$ cat config.mk
export PLATFORM = sky130hd
export DESIGN_NAME = demux4way1_stream
export DESIGN_NICKNAME = d
export VERILOG_FILES = /design/src/rtl/demux4way1_stream_pkg.sv /design/src/rtl/demux4way1_stream_lane_fifo2.sv /design/src/rtl/demux4way1_stream.sv
export SDC_FILE = /design/constraint.sdc
export NUM_CORES = 1
export LEC_CHECK = 0
export ABC_AREA = 1
export BUFFER_PORTS_ARGS = -buffer_cell sky130_fd_sc_hd__clkbuf_2
export CAP_MARGIN = 15
export CORE_ASPECT_RATIO = 1.5
export CORE_MARGIN = 3
export CORE_UTILIZATION = 52
export CTS_BUF_LIST = sky130_fd_sc_hd__clkbuf_4 sky130_fd_sc_hd__clkbuf_8
export DETAILED_ROUTE_END_ITERATION = 7
export PLACE_DENSITY = 0.73
export SLEW_MARGIN = 20
export SYNTH_ARGS = -nofsm -noshare
export SYNTH_HDL_FRONTEND = slang
export SYNTH_SLANG_ARGS = --single-unit
$ cat constraint.sdc
create_clock -name clk -period 4 [get_ports clk]
set_input_delay 0.6 -clock clk [delete_from_list [all_inputs] [get_ports clk]]
set_output_delay 0.6 -clock clk [all_outputs]
set_load 0.005 [all_outputs]
$ cat src/rtl/demux4way1_stream_pkg.sv
// ---------------------------------------------------------------------------
// demux4way1_stream_pkg
//   Shared constants and types for the 1-to-4 stream demultiplexer.
//   NUM_LANES  : number of output lanes
//   SEL_W      : width of the lane select
//   lane_occ_t : occupancy state of one 2-entry lane FIFO
// ---------------------------------------------------------------------------
package demux4way1_stream_pkg;

    localparam int NUM_LANES = 4;
    localparam int SEL_W     = 2;

    typedef enum logic [1:0] {
        LANE_EMPTY = 2'd0,
        LANE_ONE   = 2'd1,
        LANE_FULL  = 2'd2
    } lane_occ_t;

endpackage

$ cat src/rtl/demux4way1_stream_lane_fifo2.sv
// ---------------------------------------------------------------------------
// lane_fifo2
//   Two-entry head/tail FIFO for one output lane. The head register drives
//   dout directly, so the consumer sees a registered word with no mux.
//
//   clk   : clock, all state changes on rising edge
//   reset : synchronous active-high reset, clears occupancy and both entries
//   push  : write din this cycle (caller guarantees !full)
//   pop   : consumer takes the head this cycle (caller guarantees valid)
//   din   : word to write
//   dout  : head word (stale when empty)
//   valid : head entry holds a word
//   full  : both entries hold words
// ---------------------------------------------------------------------------
module lane_fifo2
    import demux4way1_stream_pkg::*;
#(
    parameter int WIDTH = 32
) (
    input  logic             clk,
    input  logic             reset,
    input  logic             push,
    input  logic             pop,
    input  logic [WIDTH-1:0] din,
    output logic [WIDTH-1:0] dout,
    output logic             valid,
    output logic             full
);

    lane_occ_t        occ;
    logic [WIDTH-1:0] head;
    logic [WIDTH-1:0] tail;

    always_ff @(posedge clk) begin
        if (reset) begin
            occ  <= LANE_EMPTY;
            head <= '0;
            tail <= '0;
        end else begin
            case (occ)
                LANE_EMPTY: begin
                    if (push) begin
                        head <= din;
                        occ  <= LANE_ONE;
                    end
                end
                LANE_ONE: begin
                    // With a simultaneous pop the new word becomes the head
                    // directly; the tail is only used when both are held.
                    if (push && pop) begin
                        head <= din;
                    end else if (push) begin
                        tail <= din;
                        occ  <= LANE_FULL;
                    end else if (pop) begin
                        occ  <= LANE_EMPTY;
                    end
                end
                LANE_FULL: begin
                    if (pop) begin
                        head <= tail;
                        occ  <= LANE_ONE;
                    end
                end
                default: occ <= LANE_EMPTY;
            endcase
        end
    end

    assign dout  = head;
    assign valid = (occ != LANE_EMPTY);
    assign full  = (occ == LANE_FULL);

endmodule

$ cat src/rtl/demux4way1_stream.sv
// ---------------------------------------------------------------------------
// demux4way1_stream
//   Registered 1-to-4 stream demultiplexer. Each accepted input word is
//   steered by in_sel into one of four 2-entry lane FIFOs. in_ready depends
//   only on in_sel and registered lane occupancy, so there is no
//   combinational path from out_ready to in_ready.
//
//   clk          : clock
//   reset        : synchronous active-high reset
//   in_valid     : producer has a word
//   in_sel       : destination lane for in_data
//   in_data      : input word
//   in_ready     : selected lane has room
//   out_valid    : bit i set when lane i head is valid
//   out_ready    : bit i set when lane i consumer takes the head
//   out_data0..3 : head word of each lane
//   accept_count : words accepted since reset, wraps modulo 2^COUNT_W
// ---------------------------------------------------------------------------
module demux4way1_stream
    import demux4way1_stream_pkg::*;
#(
    parameter int WIDTH   = 32,
    parameter int COUNT_W = 16
) (
    input  logic                 clk,
    input  logic                 reset,
    input  logic                 in_valid,
    input  logic [SEL_W-1:0]     in_sel,
    input  logic [WIDTH-1:0]     in_data,
    output logic                 in_ready,
    output logic [NUM_LANES-1:0] out_valid,
    input  logic [NUM_LANES-1:0] out_ready,
    output logic [WIDTH-1:0]     out_data0,
    output logic [WIDTH-1:0]     out_data1,
    output logic [WIDTH-1:0]     out_data2,
    output logic [WIDTH-1:0]     out_data3,
    output logic [COUNT_W-1:0]   accept_count
);

    localparam logic [COUNT_W-1:0] COUNT_ONE = COUNT_W'(1);

    logic [NUM_LANES-1:0] lane_full;
    logic [NUM_LANES-1:0] push;
    logic [NUM_LANES-1:0] pop;
    logic [WIDTH-1:0]     lane_data [NUM_LANES];
    logic                 in_xfer;

    assign in_ready = !lane_full[in_sel];
    assign in_xfer  = in_valid && in_ready;

    for (genvar i = 0; i < NUM_LANES; i++) begin : g_lane
        assign push[i] = in_xfer && (in_sel == SEL_W'(i));
        assign pop[i]  = out_valid[i] && out_ready[i];

        lane_fifo2 #(
            .WIDTH (WIDTH)
        ) u_lane (
            .clk   (clk),
            .reset (reset),
            .push  (push[i]),
            .pop   (pop[i]),
            .din   (in_data),
            .dout  (lane_data[i]),
            .valid (out_valid[i]),
            .full  (lane_full[i])
        );
    end

    assign out_data0 = lane_data[0];
    assign out_data1 = lane_data[1];
    assign out_data2 = lane_data[2];
    assign out_data3 = lane_data[3];

    always_ff @(posedge clk) begin
        if (reset) begin
            accept_count <= '0;
        end else if (in_xfer) begin
            accept_count <= accept_count + COUNT_ONE;
        end
    end

endmodule

======== Word level (Yosys, flattened, before mapping) ========
Index checks and enable logic that the tools add are counted.
storage, ports and cells
  register bits ........................... 280
  input port bits ......................... 41
  output and inout port bits .............. 149
  logic and storage cells ................. 131
cells by class
  add/subtract/negate cells ............... 1
  magnitude comparators ................... 1
  equality and inequality tests ........... 31
  muxes and demuxes ....................... 42
  bitwise gates (word level) .............. 4
  reduce and logical (&&, ||, !) cells .... 39
operators with widths
  operator                                                                  count
  32-bit two-way mux                                                        12
  32-bit one-hot mux with 3 select lines                                    4
  2-bit two-way mux                                                         20
  4-bit AND reduction                                                       8
  2-bit by 1-bit inequality test with 1-bit output (second input constant)  12
  2-bit one-hot mux with 3 select lines                                     4
  16-bit by 1-bit adder with 16-bit output (second input constant)          1
  1-bit logical AND                                                         13
  2-bit == test (second input constant)                                     6
  3-bit by 1-bit inequality test with 1-bit output (second input constant)  4
  3-bit AND reduction                                                       4
  3-bit nonzero test                                                        4
  2-bit by 1-bit == test with 1-bit output (second input constant)          5
  2-bit logical NOT                                                         5
  2-bit inequality test (second input constant)                             4
  2-bit nonzero test                                                        4
  1-bit NOT                                                                 4
  2-bit by 3-bit < comparator with 1-bit output (second input constant)     1
  1-bit binary-select mux with 2-bit select                                 1
  1-bit logical NOT                                                         1
  1-bit two-way mux                                                         1

======== Depth between registers and ports, before layout ========
Gate-level depths: netlist of run 1.
  depth after elaboration ................. 9
  depth in mapped cells ................... 13
  depth with buffers taken out ............ 11

======== Modules after synthesis ========
A second synthesis of run 1 with hierarchy kept.
unflattened totals
  cells, all modules ...................... 2029
  area total of the unflattened synthesis .. 12768.5 µm²
by module, submodules not included
  module             instances  cells an instance  area an instance (µm²)  sequential area each (µm²)
  lane_fifo2         4          466                2941.6                  1321.3
  demux4way1_stream  1          165                1002.2                  320.3

======== Least setup slack after synthesis of run 1 ========
No wires, ideal clock.
  path type ............................... input to register
  start ................................... input in_sel[1]
  end ..................................... register g_lane[2].u_lane.head[24]
  setup time .............................. 0.115 ns
  arrival ................................. 1.683 ns
  required time ........................... 3.885 ns
  setup slack ............................. 2.202 ns
  stages on the path ...................... 12
  path buffers ............................ 2
  path through ............................ nand2_1 clkinv_1 nand2_1 nand2_1 nor2_4 nand3_1 nand2_1 buf_4 buf_4 nand3_1 nand2_1 nor2_1
on the way
  longest elaborated chain between the ends .. 8
  elaborated cells on any way between the ends .. 10
  classes of those cells .................. eq/ne (3); mux (2); reduce/logical (5)
ends and longest elaborated chain
  item                                                        line                                source
  start: declaration                                          demux4way1_stream.sv:28             input logic [SEL_W-1:0] in_sel,
  1-bit binary-select mux with 2-bit select (*)               demux4way1_stream.sv:48             assign in_ready = !lane_full[in_sel];
  1-bit two-way mux (implied by the code) (*)                 demux4way1_stream.sv:48
  1-bit logical NOT (*)                                       demux4way1_stream.sv:48
  named net in_ready                                          demux4way1_stream.sv:30             output logic in_ready,
  1-bit logical AND (*)                                       demux4way1_stream.sv:49             assign in_xfer = in_valid && in_ready;
  1-bit logical AND (*)                                       demux4way1_stream.sv:52             assign push[i] = in_xfer && (in_sel == SEL_W'(i));
  1-bit logical AND                                           demux4way1_stream_lane_fifo2.sv:50  if (push && pop) begin
  2-bit by 1-bit inequality test with 1-bit output (no line)  --
  4-bit AND reduction (no line) (*)                           --
  end signal: assignment                                      demux4way1_stream_lane_fifo2.sv:43  head <= din;
  end signal: assignment                                      demux4way1_stream_lane_fifo2.sv:51  head <= din;
  end signal: assignment                                      demux4way1_stream_lane_fifo2.sv:61  head <= tail;
  end: declaration                                            demux4way1_stream_lane_fifo2.sv:31  logic [WIDTH-1:0] head;
The timed path passes the listed nets; every way through them passes the cells marked *. The select of a mux whose other input is x is not followed.
A chain may end at the register's enable or synchronous reset.

======== Worst setup path after layout of run 1 ========
  start ................................... register g_lane[0].u_lane.occ[1]
  end ..................................... register g_lane[2].u_lane.head[23]
on the way
  longest elaborated chain between the ends .. 9
  elaborated cells on any way between the ends .. 10
  classes of those cells .................. eq/ne (3); mux (2); reduce/logical (5)
ends and longest elaborated chain
  item                                                        line                                source
  start: declaration                                          demux4way1_stream_lane_fifo2.sv:30  lane_occ_t occ;
  start signal: assignment                                    demux4way1_stream_lane_fifo2.sv:36  occ <= LANE_EMPTY;
  start signal: assignment                                    demux4way1_stream_lane_fifo2.sv:44  occ <= LANE_ONE;
  start signal: assignment                                    demux4way1_stream_lane_fifo2.sv:54  occ <= LANE_FULL;
  2-bit == test (*)                                           demux4way1_stream_lane_fifo2.sv:72  assign full = (occ == LANE_FULL);
  1-bit binary-select mux with 2-bit select (*)               demux4way1_stream.sv:48
  1-bit two-way mux (implied by the code) (*)                 demux4way1_stream.sv:48
  1-bit logical NOT (*)                                       demux4way1_stream.sv:48
  1-bit logical AND (*)                                       demux4way1_stream.sv:49
  1-bit logical AND (*)                                       demux4way1_stream.sv:52
  1-bit logical AND                                           demux4way1_stream_lane_fifo2.sv:50
  2-bit by 1-bit inequality test with 1-bit output (no line)  --
  4-bit AND reduction (no line) (*)                           --
Every way passes the cells marked *; elsewhere a longest branch is shown, timed or not. The select of a mux whose other input is x is not followed.

==> impl_results.md, run 1 <==
- Share of cells above drive strength 1: 0.145
- Via count: ~13000
- RSZ-0062 raised after global routing: false
- Fmax: 407 MHz
- IO Port Bufs: 189
- Ys async rst share: 0
- Global Route Usage Sum: 0.269
- Initial antenna violation count: 1
- Final Util: 0.602
- Routed Antenna Nets: 0
- Deepest clock path buffer count: 3
- Final min period: 2.45 ns
- Startpoint Class: register
- Hold WC Path Type: in -> reg
- Row Count: 71
- Post-synth EDFFs: 0
- R2R Setup Slk: 1.55 ns
- Initial core utilization: 0.533
- Comb pwr share: 0.109
- Clock Power Share: 0.413
- Resize count post-CTS: 0
- Via/cell ratio: 5.42
- Pre-CTS setup slack: 1.26 ns
- Synth cell types: 25
- H-tree depth: 2
- Top-level I/O count: 190
- Post-synthesis register bit count: 280
- Reg power frac: 0.479
- Final Max Slew Viols: 0
- Setup bufs post-CTS: 0
- Clk pin slew, worst setup/hold paths: 0.07 ns
- Clock Sinks: between 200 and 300
- DR pass1 iterations: 5
- Top_reg_cell synth: dfxtp_1
- VDD IR max: just under 0.0003 V
- First-pass GRT wire length: ~61 mm
- Placer Congestion: 0.901
- CORE AREA: between 20000 and 30000 um^2
- Post-Route Setup TNS: 0 ns
- Worst Path Class, Setup: reg -> reg
- Total Wirelength: 38.7 mm
- Root Buffer Master: clkbuf_8
- Die Span Y: 203 um
- Sequential area share after synthesis: 0.415
- Post-DP Area: between 10000 and 15000 um^2
- Crit path DAT: 2.93 ns
- Final setup violation count: 0
- Nets: 2167
- Dpl hpwl: 23.7 mm
- Worst Setup Slack, final: 1.55 ns
- Yosys top cell area share: 0.415
- Worst-case reg-to-reg path depth: 10
- Cell area after synthesis: 13500 um^2
- Drt drc: 0
- CP endpoint: g_lane[2].u_lane.dout[23]
- Layout area overhead: 13.0%
- Multi-input gate area: around 6700 um^2
- Switching share of power: 0.261
- DRT iter0 DRCs: 1419
- Top cells by area, synth: dfxtp_1, nand2_1, nor2_1
- CTS tree: built
- Mean Syn Cell Area: 6.61 um^2
- Syn Inst Count: 2042
- Internal power: 4.55 mW
- Warnings from Yosys: 0
- Total Die Area: 28000 um^2
- Largest net degree at the start of global routing: 113
- Crit end category: register
- CTS Buf Count: between 40 and 50
- Worst hold slack: ~0.4 ns
- Maxcap violations: 0
- Worst Tran Pin Value: 1.07 ns
- CP required: 4.47 ns
- Seq. cell area: 5610 um^2
- Fin area: 15300 um^2
- Syn Nets: 2084
- Crit path from: g_lane[0].u_lane.occ[1]
- Most common cell in the netlist: nand2_1
- Final hold viol count: 0
- Status: finished, final reports clean
- Clock Latency Late Sink: between 0.5 and 0.6 ns
- Die width: 138 um
- Post-synth top area cell: dfxtp_1
- CTS Hold Bufs: 0
- Crit share post-route: 0.614
- Reg-to-reg endpoint: g_lane[2].u_lane.dout[23]
- Rel. slew slack: 0.288
- Grt total ovfl: 0
- CP max FO: 58
- PwrDens: 403 nW/um^2
- Commonest cells in the netlist: nand2_1, nor2_1, dfxtp_1
- R2R Path Start: g_lane[0].u_lane.occ[1]
- Sw Pwr: 1.60 mW
- Vias in the first global route: 11665
- Routed len/inst: 15.6 um
- Clock skew: 0.0229 ns
- Fill count: between 2000 and 2500
- Static leakage power: 6.59 nW
[sequential cells by signal, indices dropped and copies added (netlist names)]
name,count
g_lane.u_lane.tail,128
g_lane.u_lane.occ,8
g_lane.u_lane.dout,128
accept_count,16
[final cells by class]
class                   count  area share
multi-input cells        1457       0.439
well taps                 328      0.0269
flip-flops and latches    280       0.368
clock inverters             2     0.00230
diodes                      1    0.000164
clock buffers              72      0.0576
repair buffers            212      0.0742
inverters                 131      0.0326
[worst min path at each step]
stage / depth (start not counted) / end / slack [ns] / startpoint
after detailed placement: 2 / g_lane[0].u_lane.dout[30] / 0.47 / g_lane[0].u_lane.dout[30]
after floorplan: 1 / g_lane[2].u_lane.occ[1] / 0.45 / g_lane[2].u_lane.occ[0]
after global routing: 4 / g_lane[2].u_lane.occ[1] / 0.42 / out_ready[2]
final: 4 / g_lane[2].u_lane.occ[1] / 0.41 / out_ready[2]
after CTS: 4 / g_lane[2].u_lane.occ[1] / 0.38 / out_ready[2]
after global placement: 2 / g_lane[1].u_lane.tail[29] / 0.46 / g_lane[1].u_lane.tail[29]
[metrics by stage]
step                power (mW)  std cells
detailed placement        3.67       2408
finish                    6.15       2483
global route              6.41       2483
global placement          3.66       2408
floorplan                 3.43       2042
CTS                       6.20       2482
[layer usage]
layer  share of wire  global-route usage
met4           0.043               0.121
met2            0.44               0.395
met1            0.44               0.385
met5               0                   0
met3           0.081              0.0457
[critical path, stage by stage (launching register included)]
cell and delay (ns):
dfxtp_1 0.31, inv_1 0.22, nor2_4 0.11, nand2_1 0.08, nand2_1 0.08, nor2_4 0.17
nand3_1 0.12, nand2_2 0.77, buf_4 0.29, a21oi_1 0.07, nor2_1 0.14
[power groups by stage]
stage          clock (mW)  sequential [mW]  combinational, mW
3_5_place_dp            0             3.00              0.665
3_3_place_gp            0             3.00              0.656
2_1_floorplan           0             3.00              0.431
4_1_cts              2.58             2.94              0.668
6_report             2.54             2.94              0.670
5_1_grt              2.71             2.95              0.753
[layout by cell type (no fill, tap or decap), drive strengths merged]
cell,n
clkbuf,261
o21ai,136
bufinv,1
nand3b,65
dfxtp,280
diode,1
clkinv,2
nor2,353
a21oi,214
xor2,10
nor3,9
nand3,142
inv,130
buf,23
xnor2,1
nand4,71
ha,1
nand2,454
or2,1
[cell families (layout without fill, tap and decap cells)]
group,after synthesis,count (layout),synth area share
flip-flops,280,280,0.415
XOR/XNOR,11,11,0.00714
other,0,1,0
AO/OA/AOI/OAI,350,350,0.130
buffers and inverters,305,417,0.0947
adder cells (fa/ha/maj),1,1,0.000927
AND/OR/NAND/NOR,1095,1095,0.352
Power figures use the tool's default switching activity.
==> run 2, diff against run 1 <==
Settings changed: ABC_AREA 1 to 0, PLACE_DENSITY 0.73 to 0.75.
Clock period 4 ns to 2.3 ns, I/O delays scaled along.
==> run 2 against run 1 <==
Global-route usage is 3.2 points lower. Critical path type is now reg -> out. First-iteration DRC count is 64% lower. Non-clock buffer count rose by 12. Routed wire length down 26%. Area after synthesis down 16%. Combinational power up 11%. Utilization is 3.0 points higher. Clock power grew 63%. Die area shrank 15%.
==> impl_results.md, run 2 <==
- Met3 Usage GRT: 0.0386
- DRT iter0 DRCs: 511
- Clock Sinks: 280
- Synth Area in Adders: 0.00110
- Grt met1 use: 0.294
- Most common cell after layout, fill and taps aside: dfxtp_1
- R2R Path Start: g_lane[1].u_lane.occ[1]
- Switching share of power: 0.234
- Crit path from: g_lane[1].u_lane.occ[1]
- Post-synth EDFFs: 0
- IO Port Bufs: 189
- Commonest cells in the netlist: dfxtp_1, nand2_1, a21oi_1
- Top-level I/O count: 190
- Worst Tran Pin Value: 0.645 ns
- Fmax: 463 MHz
- Most common cell in the netlist: dfxtp_1
- CTS Buf Count: 42
- DR pass1 iterations: 5
- Clock Power Share: 0.416
- CP max FO: 8
- Hold_sp: out_ready[3]
- WHS Endpoint: g_lane[3].u_lane.occ[1]
- Worst Hold Depth: 2
- Worst-case reg-to-reg path depth: 5
- VDD IR max: 0.000708 V
- Clock skew: 0.0147 ns
- Main combinational cell family by area after synthesis: compound AO/OA/AOI/OAI gates
- Routed len/inst: 16.4 um
- Busiest layer in global routing: met2
- Sw Pwr: 2.33 mW
- Maxcap violations: 0
- Final setup violation count: 0
- Mux cell area share after synthesis: 0.118
- First-pass GRT wire length: 46.8 mm
- Final min period: between 2 and 2.5 ns
- PwrDens: 744 nW/um^2
- GR Util met2: 0.416
- Die Span Y: 187 um
- Final Max Slew Viols: 0
- Sequential area share after synthesis: 0.493
- RSZ-0062 raised after global routing: false
- Top cells by area, synth: dfxtp_1, mux2i_1, nand2_1
- Crit share post-route: 0.938
- Crit path DAT: between 1.5 and 2 ns
- Reg power frac: 0.509
- R2R Setup Slk: between 0.2 and 0.25 ns
- Vias in the first global route: 9080
- CP required: approximately 2.0 ns
- Clk pin slew, worst setup/hold paths: ~0.060 ns
- Post-Route Setup TNS: 0 ns
- Compound-Gate Fraction of Synth Area: 0.168
- Status: finished, final reports clean
- CTS tree: built
- Comb pwr share: 0.075
- Die width: 127 um
- Hold WC Path Type: in -> reg
- Deepest clock path buffer count: 3
- Cell area after synthesis: 11400 um^2
- Static leakage power: 5.04 nW
- Post-synthesis register bit count: 280
- Worst Path Class, Setup: reg -> out
- Top_reg_cell synth: dfxtp_1
- Initial core utilization: 0.535
- CORE AREA: 21200 um^2
- Routed Antenna Nets: 0
- Crit end category: output pin
- Global Route Usage Sum: 0.236
- Initial antenna violation count: 1
- Final Util: 0.633
- Rel. slew slack: 0.570
- Xor and xnor area share after synthesis: 0
- Syn Inst Count: 1323
- Synth cell types: 35
- Ys async rst share: 0
- Dpl hpwl: 18.7 mm
- Startpoint Class: register
- Mean Syn Cell Area: ~8.6 um^2
- Drt drc: 0
- Syn Nets: 1365
- Grt total ovfl: 0
- Total Die Area: 23700 um^2
- Clock Latency Late Sink: between 0.5 and 0.6 ns
- Root Buffer Master: clkbuf_8
- Row Count: 65
- Total Wirelength: 28.6 mm
- Via/cell ratio: around 5.5
- Warnings from Yosys: 0
- Via count: 9563
- Largest net degree at the start of global routing: 103
- H-tree depth: 2
- Nets: between 1000 and 1500
- Share of cells above drive strength 1: 0.210
- Internal power: 7.65 mW
- Post-synth top area cell: dfxtp_1
- Reg-to-reg endpoint: accept_count[10]
- Synth Area in Simple Gates: 0.168
- Layout area overhead: 18.1%
- Commonest cells after routing, fill and taps aside: dfxtp_1, nand2_1, clkbuf_2
- Placer Congestion: 0.780
- Final hold viol count: 0
- Yosys top cell area share: 0.493
## run 2: changes by cell type in the layout (fill, tap and decap cells not counted), moves of 125 or more
| cell | delta |
|---|---|
| o21ai_0 | -125 |
| nand2_1 | -180 |
| a211oi_1 | +129 |
| nand3_1 | -135 |
| nor2_1 | -211 |
| mux2i_1 | +132 |
## run 2: per-layer routing
metal,share of wire,wire (um)
met4,0.023,673
met2,0.51,14600
met1,0.42,12100
met5,0,0
met3,0.047,1330
## run 2: worst max-delay path by stage
stage	slack, ns	endpoint
3_5_place_dp	0.20	accept_count[15]
2_1_floorplan	0.31	accept_count[13]
4_1_cts	0.1	in_ready
6_report	0.14	in_ready
5_1_grt	0.01	in_ready
3_3_place_gp	0.23	accept_count[14]
## run 2: cells by family after synthesis
kind of cell	after synthesis
mux	133
fa+ha+maj	1
compound gates	304
buf+inv	144
flops	280
simple gates	461
## run 2: what timing repair did
item,4_1_cts,5_1_grt
hold buffers,0,0
gates resized for setup,0,0
buffers inserted,1,0
endpoints found under the setup margin,1,0
## run 2: layout make-up
type / count / area, um^2
timing repair buffer: 224 / 1330
clock inverter: 3 / 18.8
antenna: 1 / 2.50
tap: 268 / 335
inverter: 3 / 11.3
multi-input combinational: 900 / 5260
clock buffer: 70 / 863
fill: 1843 / 7800
sequential: 280 / 5610
## run 2: per-stage QoR
step	hold WS (ns)	instance area, um^2	worst slack, ns	total power, mW	cells
final	0.0647	13400	0.142	9.98	1749
after global routing	0.0486	13400	0.0122	10.4	1749
after CTS	0.0292	13400	0.0990	10.1	1748
after detailed placement	0.446	12500	0.197	5.94	1673
after global placement	0.441	12500	0.226	5.92	1673
after floorplan	0.423	11400	0.311	5.62	1323
## run 2: power groups by stage
stage | Combinational (mW) | Clock [mW] | Sequential [mW]
2_1_floorplan | 0.447 | 0 | 5.18
3_3_place_gp | 0.734 | 0 | 5.19
3_5_place_dp | 0.749 | 0 | 5.19
4_1_cts | 0.754 | 4.25 | 5.08
5_1_grt | 0.833 | 4.50 | 5.10
6_report | 0.747 | 4.15 | 5.08
## run 2: critical path, stage by stage (launching register included)
cell	delay, ns
dfxtp_1	0.48
nor2b_1	0.32
mux4_2	0.35
inv_1	0.05
clkbuf_2	0.10
==> run 3, diff against run 2 <==
Settings changed: PLACE_DENSITY 0.75 to 0.72.
==> run 3 against run 2 <==
Combinational power about the same. Largest power group unchanged. Via count up 0.27%. Critical endpoint unchanged. Non-clock buffer count up 7. Flip-flop and latch count unchanged. Utilization down 0.18 points. Clock-buffer cell count unchanged. First-iteration DRC count up 10%. Final cell count up 0.34%.
==> impl_results.md, run 3 (same netlist as run 2, synthesis figures left out) <==
- Status: finished, final reports clean
- Global Route Usage Sum: 0.241
- RSZ-0062 raised after global routing: false
- Post-Route Setup TNS: 0 ns
- Initial antenna violation count: 0
- Total Wirelength: slightly below 30 mm
- Worst Path Class, Setup: reg -> out
- Startpoint Class: register
- Final Max Slew Viols: 0
- Dpl hpwl: 19.4 mm
- Via count: 9589
- Fin area: about 13000 um^2
- Largest net degree at the start of global routing: 69
- CP max FO: 7
- Initial core utilization: 0.535
- IO Port Bufs: approximately 190
- Hold WC Path Type: in -> reg
- Die width: ~130 um
- Max incr delay on CP: 0.50 ns
- H-tree depth: 2
- Final min period: between 2 and 2.5 ns
- Layout area overhead: 17.8%
- Row Count: 65
- Commonest cells after routing, fill and taps aside: dfxtp_1, nand2_1, clkbuf_2
- DRT iter0 DRCs: about 560
- CORE AREA: 21200 um^2
- Grt total ovfl: 0
- Via/cell ratio: 5.46
- Drt drc: 0
- Maxcap violations: 0
- Inst Count DP: 1680
- Static leakage power: slightly above 5 nW
- Most common cell after layout, fill and taps aside: dfxtp_1
- Root Buffer Master: clkbuf_8
- Die Span Y: 187 um
- Critical path's slowest cell: mux4_2
- Routed Antenna Nets: 0
- Clock Sinks: 280
- CP required: 1.96 ns
- Rel. slew slack: 0.563
- Deepest clock path buffer count: 3
- Top-level I/O count: 190
- PwrDens: 747 nW/um^2
- DR pass1 iterations: 5
- Crit-path cells: nor2b_4 > mux4_2 > inv_1 > clkbuf_2
- VDD IR max: 0.000512 V
- Vias in the first global route: 9053
- Fmax: 476 MHz
- Crit end category: output pin
- CTS Buf Count: 41
- Routed len/inst: about 17 um
- CTS tree: built
- Crit share post-route: 0.913
- First-pass GRT wire length: approximately 47 mm
- Clock Latency Late Sink: 0.53 ns
- Share of cells above drive strength 1: 0.214
- Nets: 1499
- Final hold viol count: 0
- Clk pin slew, worst setup/hold paths: roughly 0.06 ns
- Final std cells w/o fill: 1755
- Clock skew: around 0.012 ns
- N_diodes: 0
- Post-DP Area: 12500 um^2
- Final setup violation count: 0
- Total Die Area: roughly 24000 um^2
- Crit path DAT: 1.76 ns
- CTS Hold Bufs: 0
- Placer Congestion: between 0.7 and 0.8
- Worst Tran Pin Value: 0.656 ns
## run 3: cell count changes in the layout (fill, tap and decap cells not counted)
| cell | before | now |
|---|---|---|
| inv_6 | 1 | 0 |
| diode_2 | 1 | 0 |
| buf_12 | 9 | 2 |
| buf_4 | 26 | 40 |
| clkinvlp_4 | 0 | 1 |
## run 3: where the power goes
part,switching [mW],internal [mW],total (mW),leakage (nW)
clock,1.83,2.35,4.18,0.470
combinational,0.450,0.295,0.745,2.31
sequential,0.0905,4.99,5.08,2.27
## run 3: critical path: cells and delay by family (launching register included)
family,cells,cell delay [ns]
buf+inv,2,0.17
flops,1,0.39
simple gates,1,0.17
mux,1,0.50
## run 3: final timing paths
path | startpoint | end | slack (ns) | cells after the start
max | g_lane[2].u_lane.occ[1] | in_ready | 0.20 | 4
min | out_ready[3] | g_lane[3].u_lane.occ[1] | 0.05 | 2
max reg2reg | g_lane[2].u_lane.occ[1] | accept_count[11] | 0.32 | 6
min reg2reg | g_lane[0].u_lane.tail[8] | g_lane[0].u_lane.tail[8] | 0.45 | 2
## run 3: through the flow
step	power (mW)	util	hold slack, ns	setup slack [ns]
2_1_floorplan	5.62	-	0.423	0.311
3_3_place_gp	5.92	0.588	0.440	0.205
3_5_place_dp	5.94	0.588	0.446	0.100
4_1_cts	10.1	0.630	0.0176	0.0224
5_1_grt	10.4	0.631	0.0374	0.0763
6_report	10.0	0.631	0.0499	0.200
## run 3: layout make-up
cell class	instances	area, um^2
clock buffers	70	863
clock inverters	3	17.5
fillers	1873	7840
inverters	3	11.3
multi-input cells	900	5260
flip-flops and latches	280	5610
well taps	268	335
repair buffers	231	1290
## run 3: timing repair
item,CTS,global route
cloned,1,0
endpoints found under the setup margin,1,1
resized for setup,0,0
setup buffers,0,1
pin swaps,0,0
## run 3: routing by layer
metal / wire, um / GRT usage
met1: 12500 / 0.303
met2: 14800 / 0.423
met3: 1230 / 0.0397
met4: 664 / 0.0714
met5: 0 / 0
